**src/rtl/riscv_pkg.sv**
```systemverilog
// Shared RV32 pipeline types and constants used by the fetch stage and its consumers.
// Latency: n/a (types only).
// Backpressure: n/a (types only).
package riscv_pkg;

  localparam int XLEN = 32;

  localparam logic [XLEN-1:0] DEFAULT_RESET_PC = 32'h0000_0000;

  // Canonical addi x0,x0,0; downstream stages use it as a bubble filler.
  localparam logic [31:0] NOP_INSTR = 32'h0000_0013;

  typedef struct packed {
    logic [XLEN-1:0] pc;
    logic [31:0]     instr;
  } inst_fetched_t;

endpackage

```
**src/rtl/fetch_buffer.sv**
```systemverilog
// In-order fetch buffer: entries are allocated at request time and filled when the
// response returns. Latency: a fill is visible at the head the cycle after it is written.
// Backpressure: the head is held until popped; the caller gates alloc with alloc_cnt.
//
// Ports:
//   clk, rst           clock, async active-high reset
//   flush              drop every entry (redirect); wins over alloc/fill/pop
//   alloc, alloc_pc    claim the tail entry for a request just accepted at alloc_pc
//   fill, fill_instr   write the oldest unfilled entry
//   pop                consume the head (ignored unless head_valid)
//   head_valid, head   head entry is allocated and filled, and its {pc, instr}
//   alloc_cnt          entries allocated (filled or not)
//   pend_cnt           entries allocated but still waiting for their response
module fetch_buffer
  import riscv_pkg::*;
#(
  parameter int DEPTH = 2,
  localparam int PW = $clog2(DEPTH),
  localparam int CW = $clog2(DEPTH + 1)
) (
  input  logic            clk,
  input  logic            rst,
  input  logic            flush,
  input  logic            alloc,
  input  logic [XLEN-1:0] alloc_pc,
  input  logic            fill,
  input  logic [31:0]     fill_instr,
  input  logic            pop,
  output logic            head_valid,
  output inst_fetched_t   head,
  output logic [CW-1:0]   alloc_cnt,
  output logic [CW-1:0]   pend_cnt
);

  logic [XLEN-1:0] pc_q    [DEPTH];
  logic [31:0]     instr_q [DEPTH];
  logic [DEPTH-1:0] filled_q;

  // DEPTH is a power of two, so the pointers wrap naturally.
  logic [PW-1:0] head_ptr;
  logic [PW-1:0] fill_ptr;
  logic [PW-1:0] tail_ptr;

  logic pop_ok;

  assign head_valid = (alloc_cnt != '0) && filled_q[head_ptr];
  assign pop_ok     = pop && head_valid;

  always_comb begin
    head = '0;
    if (head_valid) begin
      head.pc    = pc_q[head_ptr];
      head.instr = instr_q[head_ptr];
    end
  end

  // Payload needs no reset: nothing reaches the output unless its filled bit is set.
  always_ff @(posedge clk) begin
    if (alloc) begin
      pc_q[tail_ptr] <= alloc_pc;
    end
    if (fill) begin
      instr_q[fill_ptr] <= fill_instr;
    end
  end

  // Alloc touches the free tail, fill the oldest unfilled entry and pop a filled head,
  // so the three never target the same filled bit in one cycle.
  always_ff @(posedge clk or posedge rst) begin
    if (rst) begin
      head_ptr  <= '0;
      fill_ptr  <= '0;
      tail_ptr  <= '0;
      filled_q  <= '0;
      alloc_cnt <= '0;
      pend_cnt  <= '0;
    end else if (flush) begin
      head_ptr  <= '0;
      fill_ptr  <= '0;
      tail_ptr  <= '0;
      filled_q  <= '0;
      alloc_cnt <= '0;
      pend_cnt  <= '0;
    end else begin
      if (alloc) begin
        filled_q[tail_ptr] <= 1'b0;
        tail_ptr           <= tail_ptr + PW'(1);
      end
      if (fill) begin
        filled_q[fill_ptr] <= 1'b1;
        fill_ptr           <= fill_ptr + PW'(1);
      end
      if (pop_ok) begin
        filled_q[head_ptr] <= 1'b0;
        head_ptr           <= head_ptr + PW'(1);
      end
      alloc_cnt <= alloc_cnt + CW'(alloc) - CW'(pop_ok);
      pend_cnt  <= pend_cnt + CW'(alloc) - CW'(fill);
    end
  end

endmodule

```
**src/rtl/fetch_stage.sv**
```systemverilog
// RV32 instruction fetch: owns the PC, issues word requests and hands {pc, instr} to decode.
// Latency: 2 cycles from request acceptance to inst_valid_out with a 1-cycle memory.
// Backpressure: requests stop once buffered + in-flight + to-be-dropped reaches BUF_DEPTH.
//
// Ports:
//   clk, rst                          clock, async active-high reset
//   imem_req_valid/ready/addr         word fetch request (addr = pc, stable while stalled)
//   imem_rsp_valid/data               in-order responses, at least one cycle after acceptance
//   redirect_valid/pc                 branch/jump/trap redirect; pc[1:0] ignored
//   inst_valid_out/ready_in           handshake toward decode
//   inst_fetched_out                  {pc, instr} of the buffer head
module fetch_stage
  import riscv_pkg::*;
#(
  parameter logic [XLEN-1:0] RESET_PC  = DEFAULT_RESET_PC,
  parameter int              BUF_DEPTH = 2
) (
  input  logic            clk,
  input  logic            rst,
  output logic            imem_req_valid,
  input  logic            imem_req_ready,
  output logic [XLEN-1:0] imem_req_addr,
  input  logic            imem_rsp_valid,
  input  logic [31:0]     imem_rsp_data,
  input  logic            redirect_valid,
  input  logic [XLEN-1:0] redirect_pc,
  output logic            inst_valid_out,
  input  logic            inst_ready_in,
  output inst_fetched_t   inst_fetched_out
);

  localparam int CW = $clog2(BUF_DEPTH + 1);

  logic [XLEN-1:0] pc;
  logic [CW-1:0]   drop_cnt;
  logic [CW-1:0]   alloc_cnt;
  logic [CW-1:0]   pend_cnt;
  logic [CW:0]     inflight;
  logic            req_fire;
  logic            rsp_fill;
  logic            pop;

  // Stale responses still owed by memory occupy credit just like live entries, so the
  // number of outstanding memory transactions never exceeds BUF_DEPTH.
  assign inflight       = {1'b0, alloc_cnt} + {1'b0, drop_cnt};
  assign imem_req_valid = !rst && !redirect_valid && (inflight < (CW + 1)'(BUF_DEPTH));
  assign imem_req_addr  = pc;
  assign req_fire       = imem_req_valid && imem_req_ready;

  assign rsp_fill = imem_rsp_valid && (drop_cnt == '0) && !redirect_valid;
  assign pop      = inst_valid_out && inst_ready_in;

  always_ff @(posedge clk or posedge rst) begin
    if (rst) begin
      pc <= RESET_PC;
    end else if (redirect_valid) begin
      pc <= redirect_pc & ~XLEN'(3);
    end else if (req_fire) begin
      pc <= pc + XLEN'(4);
    end
  end

  // On a redirect every unfilled entry becomes a response to throw away; a response
  // arriving in that same cycle is already one of them (or one already owed), hence -1.
  always_ff @(posedge clk or posedge rst) begin
    if (rst) begin
      drop_cnt <= '0;
    end else if (redirect_valid) begin
      drop_cnt <= CW'({1'b0, drop_cnt} + {1'b0, pend_cnt} - (CW + 1)'(imem_rsp_valid));
    end else if (imem_rsp_valid && (drop_cnt != '0)) begin
      drop_cnt <= drop_cnt - CW'(1);
    end
  end

  fetch_buffer #(
    .DEPTH (BUF_DEPTH)
  ) u_buf (
    .clk        (clk),
    .rst        (rst),
    .flush      (redirect_valid),
    .alloc      (req_fire),
    .alloc_pc   (pc),
    .fill       (rsp_fill),
    .fill_instr (imem_rsp_data),
    .pop        (pop),
    .head_valid (inst_valid_out),
    .head       (inst_fetched_out),
    .alloc_cnt  (alloc_cnt),
    .pend_cnt   (pend_cnt)
  );

  rsp_without_req_a: assert property (
    @(posedge clk) disable iff (rst)
    imem_rsp_valid |-> ((drop_cnt != '0) || (pend_cnt != '0))
  );

endmodule

```
**config.mk**
```make
export PLATFORM = sky130hd
export DESIGN_NAME = fetch_stage
export DESIGN_NICKNAME = d
export VERILOG_FILES = /design/src/rtl/riscv_pkg.sv /design/src/rtl/fetch_buffer.sv /design/src/rtl/fetch_stage.sv
export SDC_FILE = /design/constraint.sdc
export NUM_CORES = 1
export LEC_CHECK = 0
export BUFFER_PORTS_ARGS = -buffer_cell sky130_fd_sc_hd__buf_2
export CAP_MARGIN = 20
export CORE_MARGIN = 2
export CORE_UTILIZATION = 54
export DETAILED_ROUTE_END_ITERATION = 8
export PLACE_DENSITY_LB_ADDON = 0.2
export SYNTH_ARGS = -nofsm -noshare
export SYNTH_HDL_FRONTEND = slang
export SYNTH_SLANG_ARGS = --single-unit
```
**constraint.sdc**
```tcl
create_clock -name clk -period 4.9 [get_ports clk]
set_clock_uncertainty 0.2 [all_clocks]
set_input_delay 0.245 -clock clk [delete_from_list [all_inputs] [get_ports clk]]
set_output_delay 0.245 -clock clk [all_outputs]
set_load 0.02 [all_outputs]
```
==> out/results.ini <==
[clocking]
post_cts.repair.setup_buffers = 0
cts-root-to-sink-buffers = 2
h-tree-depth = 4
cts-buffers-inserted = 17
cts_num_sinks = 165
clock_tree.root_cell = sky130_fd_sc_hd__clkbuf_16
cts.clk_slew.worst_paths_ns = 0.06
clk_latency_ns = 0.42
cts_tree = built

[place]
dp.cells = 863
placed_cell_area_um2 = 8100
detailedPlacementHpwl_mm = 10.3
place.gp.congestion = 0.793
io_buffer_count = 161

[synth]
synth_top_cell_area_share_pct = 52.3
adder_cell_area_share_of_the_yosys_netlist_pct = 1.69
ys_async_sr_fraction_pct = 24.8
synth-compound-area-share_pct = 6.27
yosysTopAreaCell = sky130_fd_sc_hd__edfxtp_1
synth.avg_cell_area_um2 = 12.9
synth_seq_cells = 165
synthesis.yosys.warnings = 0
synth_enable_flop_cells = 124
synth_top_flop_cell = sky130_fd_sc_hd__edfxtp_1
post_synth_mux_area_share_pct = 8.85
synth_seq_area_share_pct = 66.7
postSynthCellCount = 550
synth_top_cells_by_area = sky130_fd_sc_hd__edfxtp_1 (52%), sky130_fd_sc_hd__dfrtp_1 (14%), sky130_fd_sc_hd__mux2i_1 (8.9%)
synthTopCellsByCount = sky130_fd_sc_hd__edfxtp_1 (124), sky130_fd_sc_hd__nor2_1 (86), sky130_fd_sc_hd__mux2i_1 (63), sky130_fd_sc_hd__dfrtp_1 (41), sky130_fd_sc_hd__nand2_1 (38)
synthMostInstantiatedCell = sky130_fd_sc_hd__edfxtp_1
yosysUniqueCellTypes = 45
synth_xor_xnor_area_share_pct = 1.60
yosys.area_share.simple_pct = 11.8
largest_family_of_logic_cells_by_synthesized_area = simple AND/OR/NAND/NOR gates
mappedNetlistArea_um2 = 7120

[floorplan]
initial_utilization_pct = 55.8
die_footprint_um2 = 14100
x_dimension_of_the_die_um = 119
row_count = 41
area_of_the_placeable_core_um2 = 12800
die_h_um = 119
pin_count = 168

[timing]
totalNegativeSetupSlack_ns = 0
maxSlewViolCount = 0
slew_headroom_pct = 30.2
transition_at_the_pin_with_the_smallest_max_transition_slack_ns = 1.04
max_freq_mhz = 262
hold_viol_final = 0
final.min_clock_period_ns = 3.82
setup_viol = 0
final_min_period_over_clock_period_pct = 77.9
setup_repair_after_global_routing_missed_its_margin = false

[cells_and_area]
seq_area_um2 = 4750
area.growth.synth_to_final_pct = 31.0
finalNetCount = 852
fillerInstances = 870
insertedDiodeCount = 0
drive_gt1_share_pct = 26.6
postLayoutCellArea_um2 = 9330
multi_input_logic_area_um2 = 2190
layout.cells.non_filler = 957

[setup_path]
critical_path.reg2reg.startpoint = u_buf.alloc_cnt[0]
cp-start-kind = register
critPathLaunch = u_buf.alloc_cnt[0]
critPathMaxFanout = 26
reg2regPathDepth = 10
crit-reg2reg-capture = u_buf.pc_q[1][29]
critical_path_required_ns = 4.80
cp-end-kind = register
worst-r2r-setup-slack_ns = 1.08
worstPathArrival_ns = 3.72
path_class = reg2reg

[drt]
finalWirelength_mm = 16.6
wl_per_cell_um = 17.4
routed-via-count = 5250
route.antenna.remaining_nets = 0
drt_first_iter_violations = 422
post-route-drc-count = 0
avgViaCountPerCell = 5.49
drt_first_pass_iters = 5

[hold_path]
min_path_cells = 3
min_from = inst_ready_in
holdPathEnd = u_buf.filled_q[1]
min-delay-path-class = in2reg

[pwr]
peak_vdd_ir_uv = 231
power.density_cell_area_nw_per_um2 = 373
p_leak_nw = 3.74

[status]
outcome = completed

[grt]
gr-usage-all-layers_pct = 24.5
via_count_of_the_first_global_routing_pass = 5243
globalRouteOverflowTotal = 0
grt_max_degree = 63
grt_antenna_before_repair = 0
grt_first_pass_wirelength_mm = 26.6

[job]
drv_cap = 0

## routing by layer
metal | up-vias | GRT usage, % | wire length [um]
met2 | 202 | 41.8 | 8570
met1 | 2567 | 31.2 | 6810
met4 | 0 | 8.63 | 283
met3 | 25 | 4.98 | 954
met5 | - | 0 | 0
li1 | 2456 | - | -
## sequential cells by signal (all words and copies together) (netlist names)
signal / cells
u_buf.filled_q: 2
u_buf.tail_ptr: 1
u_buf.instr_q: 64
u_buf.pc_q: 60
u_buf.pend_cnt: 2
u_buf.fill_ptr: 1
imem_req_addr: 30
drop_cnt: 2
u_buf.alloc_cnt: 2
u_buf.head_ptr: 1
## cells by family after synthesis
| logic type | Yosys count |
|---|---|
| AO/OA/AOI/OAI | 64 |
| buffers and inverters | 53 |
| other | 1 |
| multiplexers | 63 |
| AND/OR/NAND/NOR | 182 |
| adder cells (fa/ha/maj) | 9 |
| XOR/XNOR | 13 |
| flip-flops | 165 |
## power by group
group          total, mW  internal (mW)  switching (mW)
Sequential          1.71           1.62          0.0891
Combinational      0.425          0.178           0.247
Clock               1.35          0.844           0.502
## what timing repair did
item,4_1_cts,5_1_grt
gates resized for setup,0,0
hold buffers,63,0
hold endpoints to repair,109,0
## worst max-delay path, cell delays in order, from the launching register on
cell and delay [ns]:
sky130_fd_sc_hd__dfrtp_1 0.39, sky130_fd_sc_hd__inv_1 0.07, sky130_fd_sc_hd__nor2_1 0.12, sky130_fd_sc_hd__fa_1 0.43, sky130_fd_sc_hd__or4_4 0.53, sky130_fd_sc_hd__inv_2 0.10, sky130_fd_sc_hd__nand2_2 0.29, sky130_fd_sc_hd__inv_2 0.42
sky130_fd_sc_hd__nand2_1 0.13, sky130_fd_sc_hd__inv_1 0.41, sky130_fd_sc_hd__buf_4 0.37
## worst max-delay path by stage
stage / endpoint / slack (ns)
after floorplan: u_buf.pc_q[0][10] / 1.10
after global placement: u_buf.pc_q[1][3] / 1.17
after detailed placement: u_buf.pc_q[1][2] / 1.08
after CTS: u_buf.pc_q[1][13] / 1.06
after global routing: u_buf.pc_q[1][10] / 0.78
final: u_buf.pc_q[1][29] / 1.08
## cells in the final DEF, fill, tap and decap left out, types with 5 or more instances in the layout
cell type,Yosys,final
sky130_fd_sc_hd__a21oi_1,5,5
sky130_fd_sc_hd__and3_1,5,5
sky130_fd_sc_hd__buf_2,1,161
sky130_fd_sc_hd__buf_4,5,7
sky130_fd_sc_hd__clkbuf_16,0,17
sky130_fd_sc_hd__dfrtp_1,41,40
sky130_fd_sc_hd__dlygate4sd3_1,0,63
sky130_fd_sc_hd__edfxtp_1,124,124
sky130_fd_sc_hd__ha_1,8,8
sky130_fd_sc_hd__inv_1,21,21
sky130_fd_sc_hd__mux2i_1,63,63
sky130_fd_sc_hd__nand2_1,38,38
sky130_fd_sc_hd__nand3_1,14,14
sky130_fd_sc_hd__nand4_1,15,15
sky130_fd_sc_hd__nor2_1,86,85
sky130_fd_sc_hd__o211ai_1,10,10
sky130_fd_sc_hd__o21ai_0,19,19
sky130_fd_sc_hd__o311ai_0,9,9
sky130_fd_sc_hd__xnor2_1,8,8
sky130_fd_sc_hd__xor2_1,5,5
## stage by stage
| stage | util, % | setup WS (ns) | power (mW) | hold slack, ns |
|---|---|---|---|---|
| after floorplan | - | 1.10 | 1.97 | 0.144 |
| after global placement | 63.4 | 1.17 | 2.09 | 0.157 |
| after detailed placement | 63.4 | 1.08 | 2.12 | 0.169 |
| after CTS | 73.0 | 1.06 | 3.49 | 0.0401 |
| after global routing | 73.0 | 0.779 | 3.62 | 0.0710 |
| final | 73.0 | 1.08 | 3.48 | 0.0626 |
## cell type report
type	instances	area share, %
Multi-Input combinational cell	335	23.5
Clock buffer	20	4.68
Inverter	23	0.925
Tap cell	172	2.31
Timing Repair Buffer	231	16.0
Clock inverter	11	1.70
Sequential cell	165	51.0
(Power assumes the default switching activity.)
